File: src/rtl/bcd_pkg.sv
// Purpose : shared BCD digit constants and helpers for the multi-digit counter.
// Latency : n/a (types, constants and pure functions only).
// Backpr. : n/a.
//
// Contents:
//   BCD_W     - width of one BCD digit
//   BCD_MAX   - largest legal digit value (9)
//   BCD_MIN   - smallest legal digit value (0)
//   bcd_valid - true when a 4-bit nibble is a legal BCD digit
package bcd_pkg;

  localparam int unsigned BCD_W = 4;

  typedef logic [BCD_W-1:0] bcd_digit_t;

  localparam bcd_digit_t BCD_MAX = 4'd9;
  localparam bcd_digit_t BCD_MIN = 4'd0;

  function automatic logic bcd_valid(input bcd_digit_t digit);
    return (digit <= BCD_MAX);
  endfunction

endpackage : bcd_pkg

File: src/rtl/bcd_digit.sv
// Purpose : one decade of the BCD counter: load, up/down step, carry/borrow out.
// Latency : 1 cycle from en/carry_in/load sample to digit update; carry_out is combinational.
// Backpr. : none; the digit steps on every edge where en and carry_in are both high.
//
// Ports:
//   clk       - rising-edge clock
//   rst       - synchronous active-high reset, clears the digit
//   en        - step qualifier shared by all digits of the cascade
//   up_dn     - 1 = increment, 0 = decrement
//   carry_in  - carry (up) or borrow (down) arriving from the next-lower digit
//   load      - parallel load strobe, overrides stepping
//   load_dig  - value to load; an illegal nibble (10..15) is loaded as 0
//   digit     - current digit value, always 0..9
//   carry_out - carry/borrow to the next-higher digit
module bcd_digit
  import bcd_pkg::*;
(
  input  logic             clk,
  input  logic             rst,
  input  logic             en,
  input  logic             up_dn,
  input  logic             carry_in,
  input  logic             load,
  input  logic [BCD_W-1:0] load_dig,
  output logic [BCD_W-1:0] digit,
  output logic             carry_out
);

  logic [BCD_W-1:0] dig_q;
  logic [BCD_W-1:0] dig_d;
  logic             at_edge;
  logic             step;

  // A digit sits at the edge of its range when the next step in the current
  // direction would roll it over (9 going up, 0 going down).
  assign at_edge   = up_dn ? (dig_q == BCD_MAX) : (dig_q == BCD_MIN);
  assign step      = en & carry_in;
  assign carry_out = carry_in & at_edge;

  always_comb begin
    dig_d = dig_q;
    if (load) begin
      dig_d = bcd_valid(load_dig) ? load_dig : BCD_MIN;
    end else if (step) begin
      if (up_dn) begin
        dig_d = at_edge ? BCD_MIN : (dig_q + 4'd1);
      end else begin
        dig_d = at_edge ? BCD_MAX : (dig_q - 4'd1);
      end
    end
  end

  always_ff @(posedge clk) begin
    if (rst) begin
      dig_q <= BCD_MIN;
    end else begin
      dig_q <= dig_d;
    end
  end

  assign digit = dig_q;

endmodule : bcd_digit

File: src/rtl/bcd_counter_n.sv
// Purpose : DIGITS-wide synchronous BCD up/down counter with load, terminal count and wrap pulse.
// Latency : 1 cycle from en/load sample to q; tc is combinational; wrap/load_err are registered.
// Backpr. : none; counts one step on every edge where en is high and neither rst nor load is.
//
// Build option: define BCD_SAT_EN to saturate at all-9s (up) / all-0s (down)
// instead of wrapping modulo 10^DIGITS; wrap is then held at 0.
//
// Ports:
//   clk      - rising-edge clock
//   rst      - synchronous active-high reset; clears q, wrap and load_err
//   en       - count enable, one step per cycle while high
//   up_dn    - 1 = count up, 0 = count down
//   load     - parallel load strobe (priority over en)
//   load_val - BCD value to load, digit 0 in bits [3:0]
//   q        - current BCD count
//   tc       - terminal count: en and all digits at 9 (up) or 0 (down)
//   wrap     - one-cycle pulse coinciding with the wrapped value on q
//   load_err - one-cycle pulse after a load that contained an illegal digit
module bcd_counter_n
  import bcd_pkg::*;
#(
  parameter int DIGITS = 4
) (
  input  logic                    clk,
  input  logic                    rst,
  input  logic                    en,
  input  logic                    up_dn,
  input  logic                    load,
  input  logic [BCD_W*DIGITS-1:0] load_val,
  output logic [BCD_W*DIGITS-1:0] q,
  output logic                    tc,
  output logic                    wrap,
  output logic                    load_err
);

  if (DIGITS < 1 || DIGITS > 8) begin : g_bad_digits
    $error("bcd_counter_n: DIGITS must be in 1..8");
  end

  logic [DIGITS:0]   carry;
  logic [DIGITS-1:0] dig_max;
  logic [DIGITS-1:0] dig_min;
  logic [DIGITS-1:0] dig_bad;
  logic              all_max;
  logic              all_min;
  logic              step_en;

  logic              wrap_q;
  logic              wrap_d;
  logic              load_err_q;
  logic              load_err_d;

  // Per-digit range decode for the terminal-count detector and load checks.
  for (genvar i = 0; i < DIGITS; i++) begin : g_decode
    assign dig_max[i] = (q[BCD_W*i +: BCD_W] == BCD_MAX);
    assign dig_min[i] = (q[BCD_W*i +: BCD_W] == BCD_MIN);
    assign dig_bad[i] = !bcd_valid(load_val[BCD_W*i +: BCD_W]);
  end

  assign all_max = &dig_max;
  assign all_min = &dig_min;
  assign tc      = en & (up_dn ? all_max : all_min);

`ifdef BCD_SAT_EN
  // At the terminal count the step is suppressed, so q holds instead of
  // rolling over; tc itself is left visible for cascading.
  assign step_en = en & ~tc;
`else
  assign step_en = en;
`endif

  // Carry chain: digit 0 is always offered a step when counting is enabled;
  // each higher digit steps only when every lower digit rolled over.
  assign carry[0] = step_en;

  for (genvar i = 0; i < DIGITS; i++) begin : g_digit
    bcd_digit u_digit (
      .clk       (clk),
      .rst       (rst),
      .en        (step_en),
      .up_dn     (up_dn),
      .carry_in  (carry[i]),
      .load      (load),
      .load_dig  (load_val[BCD_W*i +: BCD_W]),
      .digit     (q[BCD_W*i +: BCD_W]),
      .carry_out (carry[i+1])
    );
  end

`ifdef BCD_SAT_EN
  assign wrap_d = 1'b0;
`else
  // A carry out of the top digit means the whole counter rolled over this
  // edge; load takes priority and cancels the step.
  assign wrap_d = carry[DIGITS] & ~load;
`endif

  assign load_err_d = load & (|dig_bad);

  always_ff @(posedge clk) begin
    if (rst) begin
      wrap_q     <= 1'b0;
      load_err_q <= 1'b0;
    end else begin
      wrap_q     <= wrap_d;
      load_err_q <= load_err_d;
    end
  end

  assign wrap     = wrap_q;
  assign load_err = load_err_q;

endmodule : bcd_counter_n

File: config.mk
export PLATFORM = sky130hd
export DESIGN_NAME = bcd_counter_n
export DESIGN_NICKNAME = d
export VERILOG_FILES = /design/src/rtl/bcd_pkg.sv /design/src/rtl/bcd_digit.sv /design/src/rtl/bcd_counter_n.sv
export SDC_FILE = /design/constraint.sdc
export NUM_CORES = 1
export LEC_CHECK = 0
export ABC_AREA = 1
export CAP_MARGIN = 10
export CORE_MARGIN = 4
export CORE_UTILIZATION = 50
export CTS_BUF_LIST = sky130_fd_sc_hd__clkbuf_4
export CTS_CLUSTER_DIAMETER = 200
export DETAILED_ROUTE_END_ITERATION = 8
export GPL_TIMING_DRIVEN = 1
export PLACE_DENSITY_LB_ADDON = 0.08
export SETUP_SLACK_MARGIN = 0.05
export SLEW_MARGIN = 25
export SYNTH_ARGS = -nofsm -noshare
export SYNTH_HDL_FRONTEND = slang
export SYNTH_HIERARCHICAL = 1
export SYNTH_SLANG_ARGS = --single-unit
File: constraint.sdc
create_clock -name clk -period 4.1 [get_ports clk]
set_input_delay 0.82 -clock clk [delete_from_list [all_inputs] [get_ports clk]]
set_output_delay 0.82 -clock clk [all_outputs]
set_load 0.05 [all_outputs]
---- Yosys cells after proc, flatten, opt, wreduce, memory -nomap -nowiden ----
Index checks and enable logic that the tools add are counted.
word-level totals
  register bits after elaboration ......... 18
  input port bits ......................... 21
  output and inout port bits .............. 19
  logic and storage cells ................. 77
operators by class
  $add $sub $neg .......................... 8
  order comparisons ....................... 4
  equal/unequal tests ..................... 4
  mux-type cells .......................... 29
  bitwise gates (word level) .............. 11
  reductions and logical operators ........ 15
operator list
  operator               number
  $mux W4                24
  $add A4 B1 Y4 const B  4
  $eq A4 B4 Y1 const B   4
  $le A4 B4 Y1 const B   4
  $logic_not A4 Y1       4
  $sub A4 B1 Y4 const B  4
  $and A1 B1 Y1          10
  $reduce_and A4 Y1      2
  $reduce_bool A2 Y1     4
  $mux W1                5
  $logic_not A1 Y1       4
  $reduce_or A4 Y1       1
  $not A1 Y1             1

---- Longest topological paths before layout ----
Gate-level depths: netlist (run 1).
  word-level depth ........................ 8
  mapped depth ............................ 13
  gate-level depth less buffers ........... 13

---- Modules after synthesis ----
Netlist (run 1), hierarchy kept.
modules (own cells, without submodules)
  module         times used  cells each  area each (sq um)  sequential area each (sq um)
  bcd_digit      4           60          389.1              80.1
  bcd_counter_n  1           39          198.9              40.0

---- Worst setup path before layout (run 1) ----
No wires, ideal clock.
  path type ............................... register to output
  from .................................... reg g_digit[3].u_digit.dig_q[0]
  to ...................................... out tc
  data arrival time ....................... 1798 ps
  data required time ...................... 3280 ps
  path slack .............................. 1482 ps
  stages on the path, launching flop included .. 7
  buffers on the path ..................... 0
  path through ............................ dfxtp_1 nand2_1 nor2_2 nand3_1 nand2_1 nand2_1 nor2_1
between the ends
  longest elaborated chain between the ends .. 4
  elaborated cells on any way between the ends .. 6
  classes of those cells .................. eq/ne (1); mux (1); bitwise (1); reduce/logical (3)
RTL lines
  what                                              RTL line                                  text
  start: declaration                                bcd_digit.sv:29                           logic [BCD_W-1:0] dig_q;
  start signal: assignment                          bcd_digit.sv:57                           dig_q <= dig_d;
  $eq A4 B4 Y1 or $logic_not A4 Y1 (tied branches)  bcd_counter_n.sv:55, bcd_counter_n.sv:56
  $reduce_and A4 Y1 (on tied branches)              bcd_counter_n.sv:60, bcd_counter_n.sv:61
  $mux W1 *                                         bcd_counter_n.sv:62                       assign tc = en & (up_dn ? all_max : all_min);
  $and A1 B1 Y1 *                                   bcd_counter_n.sv:62
  end: declaration                                  bcd_counter_n.sv:31                       output logic tc,
Every way passes the cells marked *; elsewhere a longest branch is shown, timed or not.

---- Final worst setup path (run 1) ----
  from .................................... in en
  to ...................................... out tc
between the ends
  longest elaborated chain between the ends .. 1
RTL lines
  what                RTL line             text
  start: declaration  bcd_counter_n.sv:26  input logic en,
  $and A1 B1 Y1       bcd_counter_n.sv:62
Every way passes these cells.

==> flow_metrics.env, run 1 <==
export IMPL_core_area_um2=3360
export IMPL_grt_pass1_vias=1591
export IMPL_peakVddDrop_mv=0.141
export IMPL_ant_nets=0
export IMPL_final_cells=365
export IMPL_post_cts_setup_buffers=0
export IMPL_tritoncts="built"
export IMPL_drc=0
export IMPL_layout_drive_gt1_share=0.100
export IMPL_critical_path_required_ns=3.28
export IMPL_syn_area_um2=1760
export IMPL_cts_root_buf="clkbuf_4"
export IMPL_grt_total_usage=0.200
export IMPL_dieHeight_um=67.3
export IMPL_pin_count=40
export IMPL_max_slew_margin_rel=0.446
export IMPL_yosysWarnings=6
export IMPL_diodes=0
export IMPL_post_drt_wl_per_cell_um=11.8
export IMPL_grt_pass1_wl_um=7130
export IMPL_critical_path_class="input port to output pin"
export IMPL_initial_core_util=0.522
export IMPL_worstMarginPinSlew_ns=0.829
export IMPL_worstPathCellList="clkdlybuf4s50_1 > nand2_1 > nor2_4 > nand2_1 > nor2_1 > clkdlybuf4s50_1"
export IMPL_gp_congestion=0.888
export IMPL_fmax_ghz=0.288
export IMPL_drt_iter0_markers=101
export IMPL_fp_row_count=21
export IMPL_critPathArrivalTime_ns=2.66
export IMPL_reg2reg_depth=13
export IMPL_clkTransAtPathRegs_ns=0.11
export IMPL_rsz0062_at_grt="no"
export IMPL_io_buffers=39
export IMPL_finalWirelength_um=4320
export IMPL_slowest_delay_ns=0.83
export IMPL_hold_path_class="flip-flop to flip-flop"
export IMPL_overflow=0
export IMPL_cts_max_path_buffers=2
export IMPL_synth_nets=312
export IMPL_status="complete, no violations"
export IMPL_cts_htree_levels=1
export IMPL_nets=354
export IMPL_power_leakage_uw=0.000992
export IMPL_nFillCells=346
export IMPL_area_growth_pct=25.1
export IMPL_tns_ns=0
export IMPL_netlist_instances=279
export IMPL_via_per_inst=5.04
export IMPL_fin_crit_ns=3.48
export IMPL_drtPass1Iterations=4
export IMPL_die_w_um=67.3
export IMPL_max_cap_violations=0
export IMPL_clkSinkCount=18
export IMPL_synth_area_per_cell_um2=6.29
export IMPL_vias=1840
export IMPL_end_kind="output pin"
export IMPL_dp_cells=362
export IMPL_final_util=0.653
export IMPL_crit_path_start_kind="input port"
export IMPL_hold_end="g_digit[1].u_digit/digit[1]"
export IMPL_finalHoldWorstSlack_ns=0.658
export IMPL_cts_buffers=3
export IMPL_reg2reg_from="g_digit[0].u_digit/digit[0]"
export IMPL_seq_area_frac_synth=0.205
export IMPL_pwr_density_cell_nw_per_um2=266
export IMPL_crit_slowest_cell="clkdlybuf4s50_1"
export IMPL_cp_max_fo=7
export IMPL_yosys_area_top_type="dfxtp_1"
export IMPL_dpl_hpwl_um=3300
export IMPL_r2r_slack_ns=1.52
export IMPL_path_buf_inv=2
export IMPL_dieArea_um2=4520
export IMPL_r2r_end="g_digit[3].u_digit/digit[2]"
export IMPL_worstHoldStart="g_digit[1].u_digit/digit[1]"
export IMPL_ys_ff_latch=18
export IMPL_hold_viol=0
export IMPL_cts_hold_buf=0
export IMPL_grt_antenna_before_repair=0
export IMPL_synth_top_area_frac=0.205
export IMPL_min_period_over_period=0.848
export IMPL_yosysUniqueCellTypes=21
export IMPL_cp_top_family="buffers and inverters"
export IMPL_drv_slew=0
export IMPL_grt_max_degree=24
export IMPL_cts_resized=0
export IMPL_setup_violations=0
export IMPL_whs_path_depth=2
export IMPL_clock_skew_ns=0.00743
export IMPL_synthTopCellsByArea="dfxtp_1, nand2_1, ha_1, nor2_1, inv_1"
export IMPL_clock_latency_ns=0.30
==> layout by cell type (no fill, tap or decap), drive strengths merged, types with 12 or more instances in the layout <==
master,netlist,routed
a21oi,16,16
inv,37,37
nor2,45,45
clkdlybuf4s50,0,39
nand3,18,18
o21ai,24,24
dfxtp,18,18
nand2,65,65
ha,12,12
a31oi,12,12
==> synth_stat cells <==
master	n
inv_2	4
o21ai_1	4
nand4_1	8
o211ai_1	4
a21oi_2	4
nand2_1	57
o21bai_2	4
o21ai_0	20
ha_1	12
buf_6	4
nand2_2	8
nor2_4	1
a21oi_1	12
nand3_1	18
a31oi_1	12
nor2_1	38
nor2_2	6
xnor2_1	8
inv_1	33
a21boi_0	4
dfxtp_1	18
==> power by group <==
part           internal [uW]  switching, uW
clock                   34.2           57.9
sequential               189           35.6
combinational            107            160
==> routing by layer <==
| layer | up-vias | part of all wire | GRT usage |
|---|---|---|---|
| met3 | 2 | 0.033 | 0.0200 |
| li1 | 1006 | - | - |
| met1 | 796 | 0.50 | 0.270 |
| met5 | - | 0 | 0 |
| met4 | 0 | 0.0051 | 0.0532 |
| met2 | 36 | 0.46 | 0.340 |
==> state kept, by name, indices dropped and copies added, names as in the netlist <==
name / count
load_err: 1
wrap: 1
g_digit.u_digit/digit: 16
==> worst max path at each step <==
stage / startpoint / end / slack (ns) / cells after the start
global route: en / tc / 0.53 / 6
detailed placement: en / tc / 0.61 / 6
finish: en / tc / 0.62 / 6
CTS: en / tc / 0.60 / 6
floorplan: g_digit[3].u_digit/digit[0] / tc / 1.48 / 6
global placement: en / tc / 0.66 / 6
==> metrics by stage <==
stage / area, um2 / power, uW / worst slack, ns
3_3_place_gp: 2170 / 493 / 0.664
3_5_place_dp: 2170 / 494 / 0.606
2_1_floorplan: 1760 / 412 / 1.48
6_report: 2200 / 583 / 0.624
5_1_grt: 2200 / 623 / 0.529
4_1_cts: 2200 / 585 / 0.602
==> cell families after synthesis <==
family / after synthesis / synth area share
AND/OR/NAND/NOR: 136 / 0.339
AO/OA/AOI/OAI: 64 / 0.225
buffers and inverters: 41 / 0.105
flip-flops: 18 / 0.205
adder cells (fa/ha/maj): 12 / 0.0855
XOR/XNOR: 8 / 0.0399
==> worst reg2reg max path, cell delays in order, from the launching register on <==
cell      delay (ns)
dfxtp_1         0.44
inv_1           0.15
ha_1            0.16
inv_1           0.04
nor2_1          0.15
nand2_2         0.09
a21boi_0        0.25
a21boi_0        0.32
a21boi_0        0.31
a21oi_1         0.14
inv_1           0.20
nand2_1         0.07
a21oi_1         0.13
nor2_1          0.05
==> cell type report <==
type	count	area (um2)	area share
inverter	37	139	0.0632
multi-input combinational	220	1210	0.552
tap	46	57.6	0.0262
timing repair buffer	41	405	0.185
sequential	18	360	0.164
clock buffer	3	22.5	0.0103
No activity file was read; power rests on OpenSTA's default activity.
==> inputs of run 2 (changes only) <==
clock period = 3.6 ns   (was 4.1 ns; I/O delays follow)
==> run 2 against run 1 <==
Sequential power up 14%. Routed wire length grew 2.5%. Sequential share of layout area fell by 0.16 points. Count of clock-buffer cells in the layout unchanged. Utilization grew 0.63 points. Die area did not move. Largest cell class unchanged.
==> flow_metrics.env, run 2 (same netlist as run 1, synthesis figures left out) <==
export IMPL_dp_cells=363
export IMPL_grt_antenna_before_repair=0
export IMPL_diodes=0
export IMPL_setup_violations=0
export IMPL_multi_input_area_um2=1210
export IMPL_clkSinkCount=18
export IMPL_fmax_ghz=0.372
export IMPL_ant_nets=0
export IMPL_crit_path_start_kind="input port"
export IMPL_overflow=0
export IMPL_io_buffers=39
export IMPL_min_period_over_period=0.747
export IMPL_dieHeight_um=67.3
export IMPL_grt_max_degree=22
export IMPL_cts_root_buf="clkbuf_4"
export IMPL_largest_reg_flops=16
export IMPL_status="complete, no violations"
export IMPL_worstMarginPinSlew_ns=0.769
export IMPL_fp_row_count=21
export IMPL_cts_resized=0
export IMPL_drtPass1Iterations=5
export IMPL_clock_skew_ns=0.00846
export IMPL_hold_path_class="flip-flop to flip-flop"
export IMPL_finalWirelength_um=4430
export IMPL_max_cap_violations=0
export IMPL_grt_pass1_vias=1796
export IMPL_via_per_inst=5.19
export IMPL_grt_total_usage=0.219
export IMPL_hold_viol=0
export IMPL_die_w_um=67.3
export IMPL_nets=355
export IMPL_tns_ns=0
export IMPL_critPathArrivalTime_ns=1.97
export IMPL_grt_pass1_wl_um=7870
export IMPL_drv_slew=0
export IMPL_cts_htree_levels=1
export IMPL_post_cts_setup_buffers=0
export IMPL_pin_count=40
export IMPL_area_growth_pct=26.3
export IMPL_cts_buffers=3
export IMPL_cts_max_path_buffers=2
export IMPL_critical_path_class="input port to output pin"
export IMPL_clock_latency_ns=0.30
export IMPL_dieArea_um2=4520
export IMPL_seq_area_um2=360
export IMPL_worst_slack_ns=0.911
export IMPL_nFillCells=338
export IMPL_critical_path_required_ns=2.88
export IMPL_fin_crit_ns=2.69
export IMPL_clkTransAtPathRegs_ns=0.11
export IMPL_core_area_um2=3360
export IMPL_max_slew_margin_rel=0.486
export IMPL_end_kind="output pin"
export IMPL_dpl_hpwl_um=3410
export IMPL_cts_hold_buf=0
export IMPL_top_register="g_digit.u_digit/digit"
export IMPL_gp_congestion=0.863
export IMPL_final_common_cell="nand2_1"
export IMPL_power_leakage_uw=0.00100
export IMPL_initial_core_util=0.522
export IMPL_vias=1905
export IMPL_drc=0
export IMPL_drt_iter0_markers=178
export IMPL_pwr_density_cell_nw_per_um2=303
export IMPL_pre_cts_ws_ns=0.635
export IMPL_layout_drive_gt1_share=0.106
export IMPL_final_cells=367
export IMPL_post_drt_wl_per_cell_um=12.1
export IMPL_tritoncts="built"
export IMPL_rsz0062_at_grt="no"
export IMPL_cp_max_fo=7
export IMPL_peakVddDrop_mv=0.198
export IMPL_final_cell_mix="nand2_1, nor2_1, clkdlybuf4s50_1"
[run 2: power by group]
group          internal (uW)  switching, uW
clock network           40.4           68.6
registers                215           40.5
logic                    124            184
total                    379            293
[run 2: metrics by stage]
stage	area [um2]	utilization	hold WS (ns)	power, uW
after floorplan	1760	-	0.792	469
after global placement	2190	0.651	0.645	564
after detailed placement	2190	0.651	0.652	567
after CTS	2220	0.659	0.671	676
after global routing	2220	0.659	0.735	727
final	2220	0.659	0.665	673
[run 2: per-layer routing]
metal	part of all wire	vias up	wire, um	GRT usage
met1	0.48	847	2120	0.296
met3	0.038	4	169	0.0216
met5	0	-	0	0
met4	0.0095	0	42	0.0456
met2	0.47	49	2100	0.377
li1	-	1005	-	-
[run 2: path summary, 6_finish.rpt]
check                               from                          end  slack (ns)  depth (start not counted)
max reg2reg  g_digit[0].u_digit/digit[0]  g_digit[3].u_digit/digit[2]        1.13                         13
min          g_digit[1].u_digit/digit[1]  g_digit[1].u_digit/digit[1]        0.66                          2
max                                   en                           tc        0.91                          6
min reg2reg  g_digit[1].u_digit/digit[1]  g_digit[1].u_digit/digit[1]        0.66                          2
[run 2: final cells by class]
cell class | instances | area share
clock buffer | 3 | 0.0102
tap | 46 | 0.0260
sequential | 18 | 0.163
multi-input combinational | 220 | 0.546
clock inverter | 1 | 0.00169
inverter | 37 | 0.0626
timing repair buffer | 42 | 0.191
[run 2: critical path, cell delays in order]
cell and delay [ns]:
clkdlybuf4s50_1 0.60, nand2_1 0.13, nor2_4 0.11, nand2_1 0.05
nor2_1 0.19, buf_12 0.17
==> inputs of run 3 (changes only) <==
clock period = 2.7 ns   (was 3.6 ns; I/O delays follow)
==> run 3 against run 2 <==
Combinational power rose by 37%. Hold slack better by 0.0094 ns. Total power rose by 35%. Critical path depth increased by 7. First-iteration DRC count fell by 32%. Die area unchanged. Critical endpoint is now g_digit[3].u_digit/digit[2]. Largest cell class unchanged.
==> flow_metrics.env, run 3 (same netlist as run 1, synthesis figures left out) <==
export IMPL_status="complete, no violations"
export IMPL_met1_usage=0.307
export IMPL_finalWirelength_um=4510
export IMPL_worstMarginPinSlew_ns=0.500
export IMPL_cts_max_path_buffers=2
export IMPL_total_power_uw=909
export IMPL_final_common_cell="nand2_1"
export IMPL_grt_max_degree=14
export IMPL_dieHeight_um=67.3
export IMPL_critical_path_required_ns=2.91
export IMPL_core_area_um2=3360
export IMPL_met3_usage=0.0266
export IMPL_clock_skew_ns=0.000913
export IMPL_max_slew_margin_rel=0.666
export IMPL_rsz0062_at_grt="no"
export IMPL_largest_reg_flops=16
export IMPL_cts_buffers=3
export IMPL_top_register="g_digit.u_digit/digit"
export IMPL_drc=0
export IMPL_critPathArrivalTime_ns=2.54
export IMPL_hold_viol=0
export IMPL_grt_antenna_before_repair=0
export IMPL_dpl_hpwl_um=3510
export IMPL_drtPass1Iterations=4
export IMPL_cts_root_buf="clkbuf_4"
export IMPL_vias=1931
export IMPL_dieArea_um2=4520
export IMPL_peakVddDrop_mv=0.308
export IMPL_grt_total_usage=0.224
export IMPL_post_cts_setup_buffers=0
export IMPL_cts_resized=0
export IMPL_pwr_density_cell_nw_per_um2=404
export IMPL_cts_hold_buf=0
export IMPL_via_per_inst=5.20
export IMPL_p_comb_frac=0.463
export IMPL_hold_path_class="flip-flop to flip-flop"
export IMPL_cp_max_fo=10
export IMPL_p_seq_frac=0.373
export IMPL_clkTransAtPathRegs_ns=0.11
export IMPL_power_leakage_uw=0.00102
export IMPL_min_period_over_period=0.864
export IMPL_grt_pass1_vias=1792
export IMPL_drv_slew=0
export IMPL_fp_row_count=21
export IMPL_nets=359
export IMPL_clkSinkCount=18
export IMPL_grt_busiest_layer="met2"
export IMPL_setup_violations=0
export IMPL_crit_path_start_kind="flip-flop"
export IMPL_finalHoldWorstSlack_ns=0.674
export IMPL_post_drt_wl_per_cell_um=12.2
export IMPL_initial_core_util=0.522
export IMPL_end_kind="flip-flop"
export IMPL_grt_pass1_wl_um=7990
export IMPL_pin_count=40
export IMPL_drt_iter0_markers=121
export IMPL_p_int_uw=510
export IMPL_clkPwrFrac=0.164
export IMPL_diodes=0
export IMPL_swShare=0.438
export IMPL_fin_crit_ns=2.33
export IMPL_fmax_ghz=0.428
export IMPL_ant_nets=0
export IMPL_nFillCells=340
export IMPL_gp_congestion=0.880
export IMPL_tns_ns=0
export IMPL_final_cell_mix="nand2_1, nor2_1, clkdlybuf4s50_1"
export IMPL_met2_usage=0.364
export IMPL_max_cap_violations=0
export IMPL_clock_latency_ns=0.30
export IMPL_io_buffers=39
export IMPL_die_w_um=67.3
export IMPL_critical_path_class="flip-flop to flip-flop"
export IMPL_p_switching_uw=399
export IMPL_overflow=0
export IMPL_tritoncts="built"
export IMPL_cts_htree_levels=1
export IMPL_area_growth_pct=28.2
export IMPL_layout_drive_gt1_share=0.120
==> run 3: cell count changes in the layout (fill, tap and decap cells not counted) <==
| cell | previous run | this run |
|---|---|---|
| a21boi_2 | 0 | 1 |
| a21boi_1 | 0 | 1 |
| buf_4 | 3 | 7 |
| a21boi_0 | 4 | 2 |
==> run 3: critical path: stages, from the launching register on <==
cell      delay, ns
dfxtp_1        0.45
inv_1          0.15
ha_1           0.15
inv_1          0.05
nor2_1         0.15
nand2_2        0.09
a21boi_0       0.22
a21boi_1       0.24
a21boi_2       0.22
a21oi_1        0.10
inv_1          0.17
nand2_1        0.08
a21oi_1        0.12
nor2_1         0.05
==> run 3: worst paths after layout <==
| check | endpoint | depth (start not counted) | slack, ns | startpoint |
|---|---|---|---|---|
| max | g_digit[3].u_digit/digit[2] | 13 | 0.37 | g_digit[0].u_digit/digit[0] |
| min | g_digit[2].u_digit/digit[1] | 2 | 0.67 | g_digit[2].u_digit/digit[1] |
| max reg2reg | g_digit[3].u_digit/digit[2] | 13 | 0.37 | g_digit[0].u_digit/digit[0] |
| min reg2reg | g_digit[2].u_digit/digit[1] | 2 | 0.67 | g_digit[2].u_digit/digit[1] |
==> run 3: per-stage QoR <==
| stage | area (um2) | setup slack (ns) | utilization | std cells |
|---|---|---|---|---|
| after floorplan | 1760 | 0.362 | - | 279 |
| after global placement | 2220 | 0.0443 | 0.660 | 367 |
| after detailed placement | 2220 | -0.0928 | 0.660 | 367 |
| after CTS | 2250 | 0.200 | 0.668 | 371 |
| after global routing | 2250 | 0.0881 | 0.669 | 371 |
| final | 2250 | 0.366 | 0.669 | 371 |
==> run 3: per-layer routing <==
metal / vias to the layer above / share of wire
met4: 0 / 0.0080
met3: 4 / 0.052
met1: 861 / 0.48
met2: 50 / 0.46
li1: 1016 / -
met5: - / 0
==> run 3: cell type report <==
class / instances / area (um2) / share of cell area
flip-flops and latches: 18 / 360 / 0.160
clock buffers: 3 / 22.5 / 0.0100
repair buffers: 46 / 453 / 0.201
inverters: 37 / 139 / 0.0617
well taps: 46 / 57.6 / 0.0256
multi-input cells: 220 / 1210 / 0.540
clock inverters: 1 / 3.75 / 0.00167
==> run 3: power by group through the flow <==
stage | logic (uW) | clock network [uW] | registers [uW]
floorplan | 225 | 0 | 401
global placement | 415 | 0 | 344
detailed placement | 419 | 0 | 344
CTS | 421 | 153 | 338
global route | 472 | 160 | 345
finish | 421 | 149 | 339
